==> src/rtl/onchip_mem_arbiter.sv <==
// Two-master arbiter for the single-port 1024x32 on-chip RAM.
// Master A fetches instructions and only reads. Master B reads and writes data.
module onchip_mem_arbiter #(
  parameter int unsigned PRIORITY_MODE = 0,
  parameter int unsigned MAX_CONSEC    = 4,
  parameter int unsigned ADDR_W        = 10
) (
  input  logic              clk,
  input  logic              reset,
  input  logic              a_read,
  input  logic [ADDR_W-1:0] a_address,
  output logic              a_waitrequest,
  output logic [31:0]       a_readdata,
  output logic              a_readdatavalid,
  input  logic              b_read,
  input  logic              b_write,
  input  logic [ADDR_W-1:0] b_address,
  input  logic [3:0]        b_byteenable,
  input  logic [31:0]       b_writedata,
  output logic              b_waitrequest,
  output logic [31:0]       b_readdata,
  output logic              b_readdatavalid,
  input  logic              freeze,
  output logic [ADDR_W-1:0] mem_address,
  output logic [3:0]        mem_byteenable,
  output logic              mem_chipselect,
  output logic              mem_write,
  output logic [31:0]       mem_writedata,
  input  logic [31:0]       mem_readdata
);

  localparam int unsigned CNT_W = 4;
  localparam logic [CNT_W-1:0] CNT_MAX = CNT_W'(MAX_CONSEC);

  typedef enum logic {
    GNT_A = 1'b0,
    GNT_B = 1'b1
  } gnt_e;

  gnt_e             last_gnt;
  logic [CNT_W-1:0] consec_cnt;
  logic             rdv_a;
  logic             rdv_b;
  logic             req_a;
  logic             req_b;
  logic             gnt_a;
  logic             gnt_b;

  // Same-cycle arbitration; reset and freeze block every grant
  always_comb begin
    req_a = a_read;
    req_b = b_read | b_write;
    gnt_a = 1'b0;
    gnt_b = 1'b0;
    if (!(reset || freeze)) begin
      if (req_a && req_b) begin
        if (PRIORITY_MODE == 0) begin
          gnt_a = (last_gnt == GNT_B);
        end else begin
          gnt_a = (consec_cnt != CNT_MAX);
        end
        gnt_b = ~gnt_a;
      end else begin
        gnt_a = req_a;
        gnt_b = req_b;
      end
    end
  end

  assign a_waitrequest = ~gnt_a;
  assign b_waitrequest = ~gnt_b;

  // RAM command follows the winner; an idle bus parks on A's address
  assign mem_address    = gnt_b ? b_address : a_address;
  assign mem_byteenable = gnt_b ? b_byteenable : 4'hF;
  assign mem_chipselect = gnt_a | gnt_b;
  assign mem_write      = gnt_b & b_write;
  assign mem_writedata  = gnt_b ? b_writedata : 32'h0;

  // RAM q is shared; the valid flags tell each master when it is theirs
  assign a_readdata      = mem_readdata;
  assign b_readdata      = mem_readdata;
  assign a_readdatavalid = rdv_a;
  assign b_readdatavalid = rdv_b;

  // Fairness state and one-cycle read latency tracking
  always_ff @(posedge clk) begin
    if (reset) begin
      last_gnt   <= GNT_B;
      consec_cnt <= '0;
      rdv_a      <= 1'b0;
      rdv_b      <= 1'b0;
    end else begin
      rdv_a <= gnt_a;
      rdv_b <= gnt_b & b_read & ~b_write;
      if (gnt_a) begin
        last_gnt <= GNT_A;
      end else if (gnt_b) begin
        last_gnt <= GNT_B;
      end
      if (gnt_b || !req_b) begin
        consec_cnt <= '0;
      end else if (gnt_a && (consec_cnt != CNT_MAX)) begin
        consec_cnt <= consec_cnt + CNT_W'(1);
      end
    end
  end

endmodule

==> config.mk <==
export PLATFORM = sky130hd
export DESIGN_NAME = onchip_mem_arbiter
export DESIGN_NICKNAME = d
export VERILOG_FILES = /design/src/rtl/onchip_mem_arbiter.sv
export SDC_FILE = /design/constraint.sdc
export NUM_CORES = 1
export LEC_CHECK = 0
export BUFFER_PORTS_ARGS = -buffer_cell sky130_fd_sc_hd__buf_2
export CAP_MARGIN = 40
export CORE_AREA = 2 2 81 83
export CTS_CLUSTER_SIZE = 28
export DETAILED_ROUTE_END_ITERATION = 10
export DIE_AREA = 0 0 83 85
export SYNTH_ARGS = -nofsm -noshare
export SYNTH_HDL_FRONTEND = slang
export SYNTH_SLANG_ARGS = --single-unit
==> constraint.sdc <==
create_clock -name clk -period 3.3 [get_ports clk]
set_clock_uncertainty 0.15 [all_clocks]
set_input_delay 0.165 -clock clk [delete_from_list [all_inputs] [get_ports clk]]
set_output_delay 0.165 -clock clk [all_outputs]
set_load 0.01 [all_outputs]
==> results of run 1 <==
-- layout by cell type (no fill, tap or decap) --
master / n
a211o_1: 1
o211a_1: 1
mux2_1: 1
o31a_1: 1
nor3_1: 1
and2_1: 33
clkbuf_1: 1
a2111oi_4: 1
buf_2: 113
mux2_2: 9
and3_1: 1
nor2_1: 3
nand2b_1: 5
dfxtp_1: 3
inv_1: 2
buf_4: 1
clkbuf_8: 3
-- per-layer routing --
metal,vias to the layer above,global-route usage (%)
met3,14,2.821
met4,0,3.875
met5,-,0
met1,368,7.472
li1,441,-
met2,72,11.80
-- final timing paths --
check / startpoint / to / slack, ns / cells past startpoint
worst min register to register: last_gnt / last_gnt / 0.43 / 1
worst min-delay path: reset / last_gnt / 0.07 / 2
worst max register to register: last_gnt / b_readdatavalid / 1.79 / 3
worst max-delay path: last_gnt / mem_address[5] / 1.17 / 4
-- metrics by stage --
stage	setup WS, ns	area, µm²	total power, mW
2_1_floorplan	1.721	1013	0.1672
3_3_place_gp	1.393	1165	0.1460
3_5_place_dp	1.337	1165	0.1474
4_1_cts	1.151	1210	0.2573
5_1_grt	1.040	1210	0.2697
6_report	1.172	1210	0.2539
-- flip-flops by register name (all words and copies together), names as in the netlist --
name             cells
a_readdatavalid      1
b_readdatavalid      1
last_gnt             1
-- report_power, final --
part           leakage, nW  total (mW)  switching (mW)  internal (mW)
registers           0.0246      0.0396         0.00151         0.0381
clock network       0.0228       0.108          0.0259         0.0825
logic                0.668       0.106          0.0462         0.0597
-- layout make-up --
type | instances | area [µm²]
Timing Repair Buffer | 114 | 573.1
Clock buffer | 4 | 45.04
Inverter | 2 | 7.507
Fill cell | 707 | 4995
Multi-Input combinational cell | 57 | 427.9
Tap cell | 77 | 96.34
Sequential cell | 3 | 60.06
-- logic make-up after synthesis --
family	count (synthesis)	synth area share, %
AND/OR/NAND/NOR	43	25.68
AO/OA/AOI/OAI	4	5.433
flip-flops	3	5.926
multiplexers	10	11.11
buffers and inverters	71	51.85
==> run summary, run 1 <==
Slew of the pin with the lowest slew margin = 0.4080 ns
Ranking of synthesized cells by area = buf_4 48%, and2_1 20%, mux2_2 10%
Status = finished clean
First-pass GRT wire length = 4036 µm
Final-report setup violation count = 0
Setup CP Type = flip-flop to primary output
Final Hold Slack = 0.06565 ns
Period minus WS final = 2.128 ns
Number of port buffers = 113
WP data required = 2.98 ns
Largest net degree at the start of global routing = 50
Pwr Density = 209.9 nW/µm²
Non-filler cells, final = 257
Final nets = 275
Met3 WL = 387 µm
Initial Utilization = 16.33%
Total Wirelength = 2837 µm
I/O pin count = 210
Mapped Avg Cell Area = 7.736 µm²
Tightest Hold Check Type = input pin to flip-flop
TritonCTS buffer count = 3
Mapped Area = 1013 µm²
Asr flop ratio synth = 0%
GPL Wtd Cong = 0.6792
DP HPWL = 2370 µm
Worst vdd ir = 0.2065 mV
Post-CTS setup buffers = 0
F_max = 469.9 MHz
Clk_lat worst skew = 0.22 ns
Count of state elements after synthesis = 3
Vias in the first global route = 791
Area delta synth->final = 19.38%
Primary FF master, synth = dfxtp_1
Final setup TNS = 0 ns
Initial antenna violation count = 0
CTS root buffer = clkbuf_8
Slowest stage delay, CP = 0.43 ns
Placed cells = 253
Fin util = 19.50%
Die X = 83 µm
GR Overflow Total = 0
Sink Count = 3
CP bufs+invs = 2
Total leakage power = 0.7149 nW
Synth top cells by count = 65 x buf_4, 33 x and2_1, 9 x mux2_2
Met2 routed WL = 1396 µm
Final Hold Fails = 0
Longest Clk Path Bufs = 2
Synth warn = 0
Seq/Total Area, Yosys = 5.926%
EDFF count, synth = 0
Slowest cell on crit path = buf_4
Core area = 6205 µm²
Fraction of layout instances using a drive strength above 1 = 70.56%
PostCTS Resize Cnt = 0
Full die area = 7055 µm²
Post-DRT Antenna Nets = 0
Worst EP arrival = 1.81 ns
CTS tree = done
Relative max-transition margin = 72.80%
DRT Pass-1 Iters = 5
Count leader, synth = buf_4
Cells after Synth = 131
Crit share post-route = 64.49%
RSZ-0062 raised after global routing = false
Syn_nets = 225
Crit path max-delay family = buffers and inverters
Max FO, Critical Path = 49
Dominant cell type by area after synthesis = buf_4
Die H = 85 µm
Max Used Layer = met4
Critical Path Source Type = flip-flop
WL met1 = 984 µm
ANT cells = 0
Vias per cell = 3.482
Final Slew Violations = 0
Max-Cap Viols = 0
Routed length per placed instance = 11.04 µm
Crit-path cells = a2111oi_4, buf_4, mux2_2, buf_2
Hold_buf cts = 0
Total global-route track usage = 6.993%
Clk pin slew, worst setup/hold paths = 0.03 ns
# rows = 29
Synth unique cells = 16
H-tree levels = 1
Share of the synthesized area in the top cell type = 48.15%
CP endpoint kind = primary output
Vias = 895
Post-route DRC violation count = 0
Drt initial violations = 6
Note: power is estimated with default switching activity, not from simulation.
==> run 2, diff against run 1 <==
CORE_AREA = 2 2 82 84   (was 2 2 81 83)
DIE_AREA = 0 0 84 86   (was 0 0 83 85)
clock period = 2.15 ns   (was 3.3 ns; I/O delays follow)
==> run summary, run 2 (same netlist as run 1, synthesis figures left out) <==
Status = finished clean
Max FO, Critical Path = 23 (-53%)
Relative max-transition margin = 78.52% (+5.7 points)
Final Hold Fails = 0 (unchanged)
Clk_lat worst skew = 0.21 ns (about the same)
WP data required = 1.89 ns (-1.09 ns)
Total Wirelength = 2471 µm (-13%)
Sink Count = 3 (unchanged)
CP bufs+invs = 2 (unchanged)
Vias in the first global route = 825 (+4.3%)
Vias = 915 (+2.2%)
Die X = 84 µm (+1.2%)
Final Slew Violations = 0 (unchanged)
Area delta synth->final = 20.12%
Longest Clk Path Bufs = 2 (unchanged)
Full die area = 7224 µm² (+2.4%)
Multi-input logic area = 427.9 µm² (unchanged)
First-pass GRT wire length = 3498 µm (-13%)
F_max = 515.8 MHz
Crit-path cells = a2111oi_4, buf_4, mux2_2, buf_2
RSZ-0062 raised after global routing = false
Register area = 60.06 µm² (unchanged)
Placed Area = 1172 µm² (+0.64%)
Crit path max-delay family = buffers and inverters
Int Pwr = 277.4 µW (+54%)
Psw = 106.9 µW (+45%)
Tightest Hold Check Type = input pin to flip-flop
Fraction of layout instances using a drive strength above 1 = 70.72% (+0.16 points)
Total leakage power = 0.7202 nW (+0.74%)
TritonCTS buffer count = 3 (unchanged)
Critical Path Source Type = flip-flop
Slowest cell on crit path = mux2_2
Total power = 384.3 µW (+51%)
CTS root buffer = clkbuf_8
Placed cells = 254 (+0.40%)
Max-Cap Viols = 0 (unchanged)
Number of port buffers = 113 (unchanged)
Slowest stage delay, CP = 0.36 ns (-0.07 ns)
Worst vdd ir = 0.2599 mV (+26%)
# rows = 29 (unchanged)
I/O pin count = 210 (unchanged)
Reg2reg setup slack = 0.80 ns (-0.99 ns)
Comb power frac = 42.3% (+0.6 points)
Drt initial violations = 10 (+4)
Fillers = 718 (+1.6%)
Initial antenna violation count = 0 (unchanged)
Flop pwr share = 15.8% (+0.2 points)
Hold_buf cts = 0 (unchanged)
Most frequent cells in the layout = 113 x buf_2, 33 x and2_1, 9 x mux2_2
Slew of the pin with the lowest slew margin = 0.3210 ns (-0.08702 ns)
Most common cell after layout, fill and taps aside = buf_2
Largest net degree at the start of global routing = 27 (-46%)
Crit share post-route = 90.18%
Clock power frac = 41.9% (-0.8 points)
Worst EP arrival = 1.68 ns (-0.13 ns)
Total global-route track usage = 5.777% (-1.2 points)
CTS tree = done
Setup CP Type = flip-flop to primary output
H-tree levels = 1 (unchanged)
Die H = 86 µm (+1.2%)
Post-CTS setup buffers = 0 (unchanged)
Non-filler cells, final = 258 (+0.39%)
Post-route DRC violation count = 0 (unchanged)
Sw Ratio = 27.82% (-1.2 points)
Final nets = 276 (+0.36%)
PostCTS Resize Cnt = 0 (unchanged)
DRT Pass-1 Iters = 3 (-2)
ANT cells = 0 (unchanged)
Period minus WS final = 1.939 ns
Clk pin slew, worst setup/hold paths = 0.03 ns (about the same)
Core area = 6277 µm² (+1.2%)
CP endpoint kind = primary output
DP HPWL = 2173 µm (-8.3%)
Final setup TNS = 0 ns (unchanged)
Final Hold Slack = 0.003990 ns (-0.06166 ns)
Final-report setup violation count = 0 (unchanged)
GPL Wtd Cong = 0.7337 (+8.0%)
Design area = 1217 µm² (+0.62%)
Post-DRT Antenna Nets = 0 (unchanged)
Vias per cell = 3.547 (+1.8%)
Routed length per placed instance = 9.578 µm (-13%)
GR Overflow Total = 0 (unchanged)
Pwr Density = 315.7 nW/µm² (+50%)
Initial Utilization = 16.15% (-0.19 points)
[run 2: cell count changes in the layout (fill, tap and decap cells not counted), sizes merged]
cell / previous run / this run
buf: 114 / 115
[run 2: worst paths after layout]
check,start,to,cells after the start
min reg2reg,last_gnt,last_gnt,1
min,b_read,b_readdatavalid,2
max,last_gnt,mem_address[1],4
max reg2reg,last_gnt,b_readdatavalid,3
[run 2: metrics by stage]
stage               setup slack, ns  util (%)
floorplan                    0.6290         -
global placement             0.4571     18.68
global route                 0.1011     19.39
CTS                          0.1831     19.39
detailed placement           0.4115     18.68
finish                       0.2111     19.39
[run 2: area by class of cell]
type	instances	share of cell area [%]
inverter	2	0.6166
sequential	3	4.933
multi-input combinational	57	35.15
timing repair buffer	115	47.69
clock buffer	4	3.700
tap	77	7.914
[run 2: worst register-to-register path, stage by stage, from the launching register on]
cell       delay, ns
dfxtp_1         0.34
a2111oi_4       0.31
buf_4           0.30
and3_1          0.18
[run 2: power by group through the flow]
stage          Combinational [mW]  Sequential (mW)  Clock, mW
2_1_floorplan               0.195           0.0617          0
4_1_cts                     0.166           0.0606      0.167
6_report                    0.163           0.0606      0.161
3_5_place_dp                0.165           0.0614          0
3_3_place_gp                0.162           0.0612          0
5_1_grt                     0.178           0.0609      0.172
[run 2: per-layer routing]
layer | global-route usage [%] | vias up | share of wire (%)
met5 | 0 | - | 0
met4 | 4.106 | 0 | 4.2
met3 | 2.310 | 17 | 14
met2 | 10.18 | 75 | 49
met1 | 5.498 | 379 | 33
li1 | - | 444 | -
==> run 3, diff against run 2 <==
==> constraint.sdc (replaced) <==
create_clock -name clk -period 2.15 [get_ports clk]
set_clock_uncertainty 0.15 [all_clocks]
set_input_delay 0.43 -clock clk [delete_from_list [all_inputs] [get_ports clk]]
set_output_delay 0.43 -clock clk [all_outputs]
set_load 0.01 [all_outputs]
==> run summary, run 3 (same netlist as run 1, synthesis figures left out) <==
Vias = 993 (+8.5%)
Most common cell after layout, fill and taps aside = buf_2
Crit share post-route = 103.4% (+13 points)
Final WS setup = -0.07404 ns (-0.2851 ns)
Drt initial violations = 5 (-5)
Clk pin slew, worst setup/hold paths = 0.03 ns (about the same)
Final-report setup violation count = 18 (+18)
CTS root buffer = clkbuf_8
Final Hold Slack = 0.2706 ns (+0.2666 ns)
Status = finished with violations
F_max = 449.6 MHz (-13%)
TritonCTS buffer count = 3 (unchanged)
Total leakage power = 0.8606 nW (+19%)
Sink Count = 3 (unchanged)
DP HPWL = 2265 µm (+4.2%)
Relative max-transition margin = 82.33% (+3.8 points)
Full die area = 7224 µm² (unchanged)
Routed length per placed instance = 11.30 µm (+18%)
Clock power frac = 37.2% (-4.7 points)
Setup crit start = a_read
Slew of the pin with the lowest slew margin = 0.2650 ns (-0.05600 ns)
Crit-path cells = buf_6, a2111oi_4, buf_4, clkbuf_16, mux2_2, buf_6
Die H = 86 µm (unchanged)
DRT Pass-1 Iters = 2 (-1)
ANT cells = 0 (unchanged)
Fillers = 682 (-5.0%)
RSZ-0062 raised after global routing = true
CTS tree = done
Sw Ratio = 28.50% (+0.67 points)
Core area = 6277 µm² (unchanged)
Area delta synth->final = 49.51%
Worst EP arrival = 1.64 ns (-0.04 ns)
Final Slew Violations = 0 (unchanged)
Total global-route track usage = 6.339% (+0.56 points)
Pwr Density = 305.4 nW/µm² (-3.3%)
Vias per cell = 3.664 (+3.3%)
First-pass GRT wire length = 3760 µm (+7.5%)
Clk_lat worst skew = 0.22 ns (about the same)
Flop pwr share = 13.2% (-2.6 points)
Failing checks = setup timing
Post-DRT Antenna Nets = 0 (unchanged)
I/O pin count = 210 (unchanged)
Max FO, Critical Path = 5 (-78%)
Place WS = -0.1063 ns (-0.5178 ns)
Fin util = 24.14% (+4.7 points)
R2R depth = 5 (+2)
Initial Utilization = 16.15% (unchanged)
Post-route DRC violation count = 0 (unchanged)
Reg-to-Reg Start = last_gnt
# rows = 29 (unchanged)
WP data required = 1.57 ns (-0.32 ns)
GR Overflow Total = 0 (unchanged)
Fraction of layout instances using a drive strength above 1 = 75.26% (+4.5 points)
Hold Crit Start = reset
Slowest stage delay, CP = 0.35 ns (about the same)
Setup CP Type = input pin to primary output
Total Wirelength = 3061 µm (+24%)
Period minus WS final = 2.224 ns (+0.2851 ns)
Number of port buffers = 113 (unchanged)
Final Hold Fails = 0 (unchanged)
Vias in the first global route = 850 (+3.0%)
GPL Wtd Cong = 0.7333 (about the same)
Tightest Hold Check Type = input pin to flip-flop
Int Pwr = 330.9 µW (+19%)
Hold_buf cts = 0 (unchanged)
CP endpoint kind = primary output
Worst hold path depth = 2 (unchanged)
H-tree levels = 1 (unchanged)
Final nets = 289 (+4.7%)
Initial antenna violation count = 0 (unchanged)
Largest net degree at the start of global routing = 26 (-3.7%)
Most frequent cells in the layout = 99 x buf_2, 31 x and2_1, 15 x buf_6
Critical Path Source Type = input pin
Worst vdd ir = 0.2913 mV (+12%)
Die X = 84 µm (unchanged)
Cell mode on critical path = buf_6
Slowest cell on crit path = a2111oi_4
Longest Clk Path Bufs = 2 (unchanged)
Max-Cap Viols = 0 (unchanged)
Psw = 131.9 µW (+23%)
Comb power frac = 49.6% (+7.3 points)
## run 3: critical path, delay by kind of cell
family                 cells  cell delay, ns
AO/OA/AOI/OAI              1            0.35
buffers and inverters      4            0.53
multiplexers               1            0.33
## run 3: worst paths after layout
| kind | endpoint | slack, ns |
|---|---|---|
| worst max-delay path | mem_address[1] | -0.07 |
| worst min-delay path | last_gnt | 0.27 |
| worst max register to register | b_readdatavalid | 0.72 |
| worst min register to register | last_gnt | 0.37 |
## run 3: final cells by class
class | instances | area (µm²) | share of cell area (%)
sequential | 3 | 61.31 | 4.046
timing repair buffer | 128 | 847.1 | 55.90
inverter | 2 | 7.507 | 0.4955
clock buffer | 4 | 45.04 | 2.973
multi-input combinational | 57 | 457.9 | 30.22
tap | 77 | 96.34 | 6.358
## run 3: power by group through the flow
| stage | registers (mW) | clock network, mW | logic [mW] |
|---|---|---|---|
| 4_1_cts | 0.0610 | 0.173 | 0.200 |
| 3_5_place_dp | 0.0616 | 0 | 0.179 |
| 5_1_grt | 0.0611 | 0.177 | 0.247 |
| 6_report | 0.0610 | 0.172 | 0.230 |
| 2_1_floorplan | 0.0617 | 0 | 0.195 |
| 3_3_place_gp | 0.0613 | 0 | 0.177 |
## run 3: metrics by stage
stage	cells	power (mW)	cell area (µm²)	TNS [ns]
after floorplan	131	0.2566	1013	0
after global placement	261	0.2379	1250	-1.005
after detailed placement	261	0.2409	1250	-1.536
after CTS	265	0.4340	1368	-0.4028
after global routing	271	0.4854	1515	-2.490
final	271	0.4627	1515	-0.6159
## run 3: routing by layer
layer / up-vias / global-route usage (%) / routed length (µm) / part of all wire [%]
li1: 471 / - / - / -
met1: 425 / 5.670 / 971 / 32
met2: 78 / 11.71 / 1599 / 52
met3: 19 / 2.695 / 375 / 12
met4: 0 / 4.106 / 115 / 3.8
met5: - / 0 / 0 / 0
## run 3: timing repair
item,4_1_cts,5_1_grt
hold endpoints to repair,0,0
buffers inserted,0,3
setup endpoints to repair,32,33
pin swaps,1,0
gates cloned,0,3
resized for setup,16,12
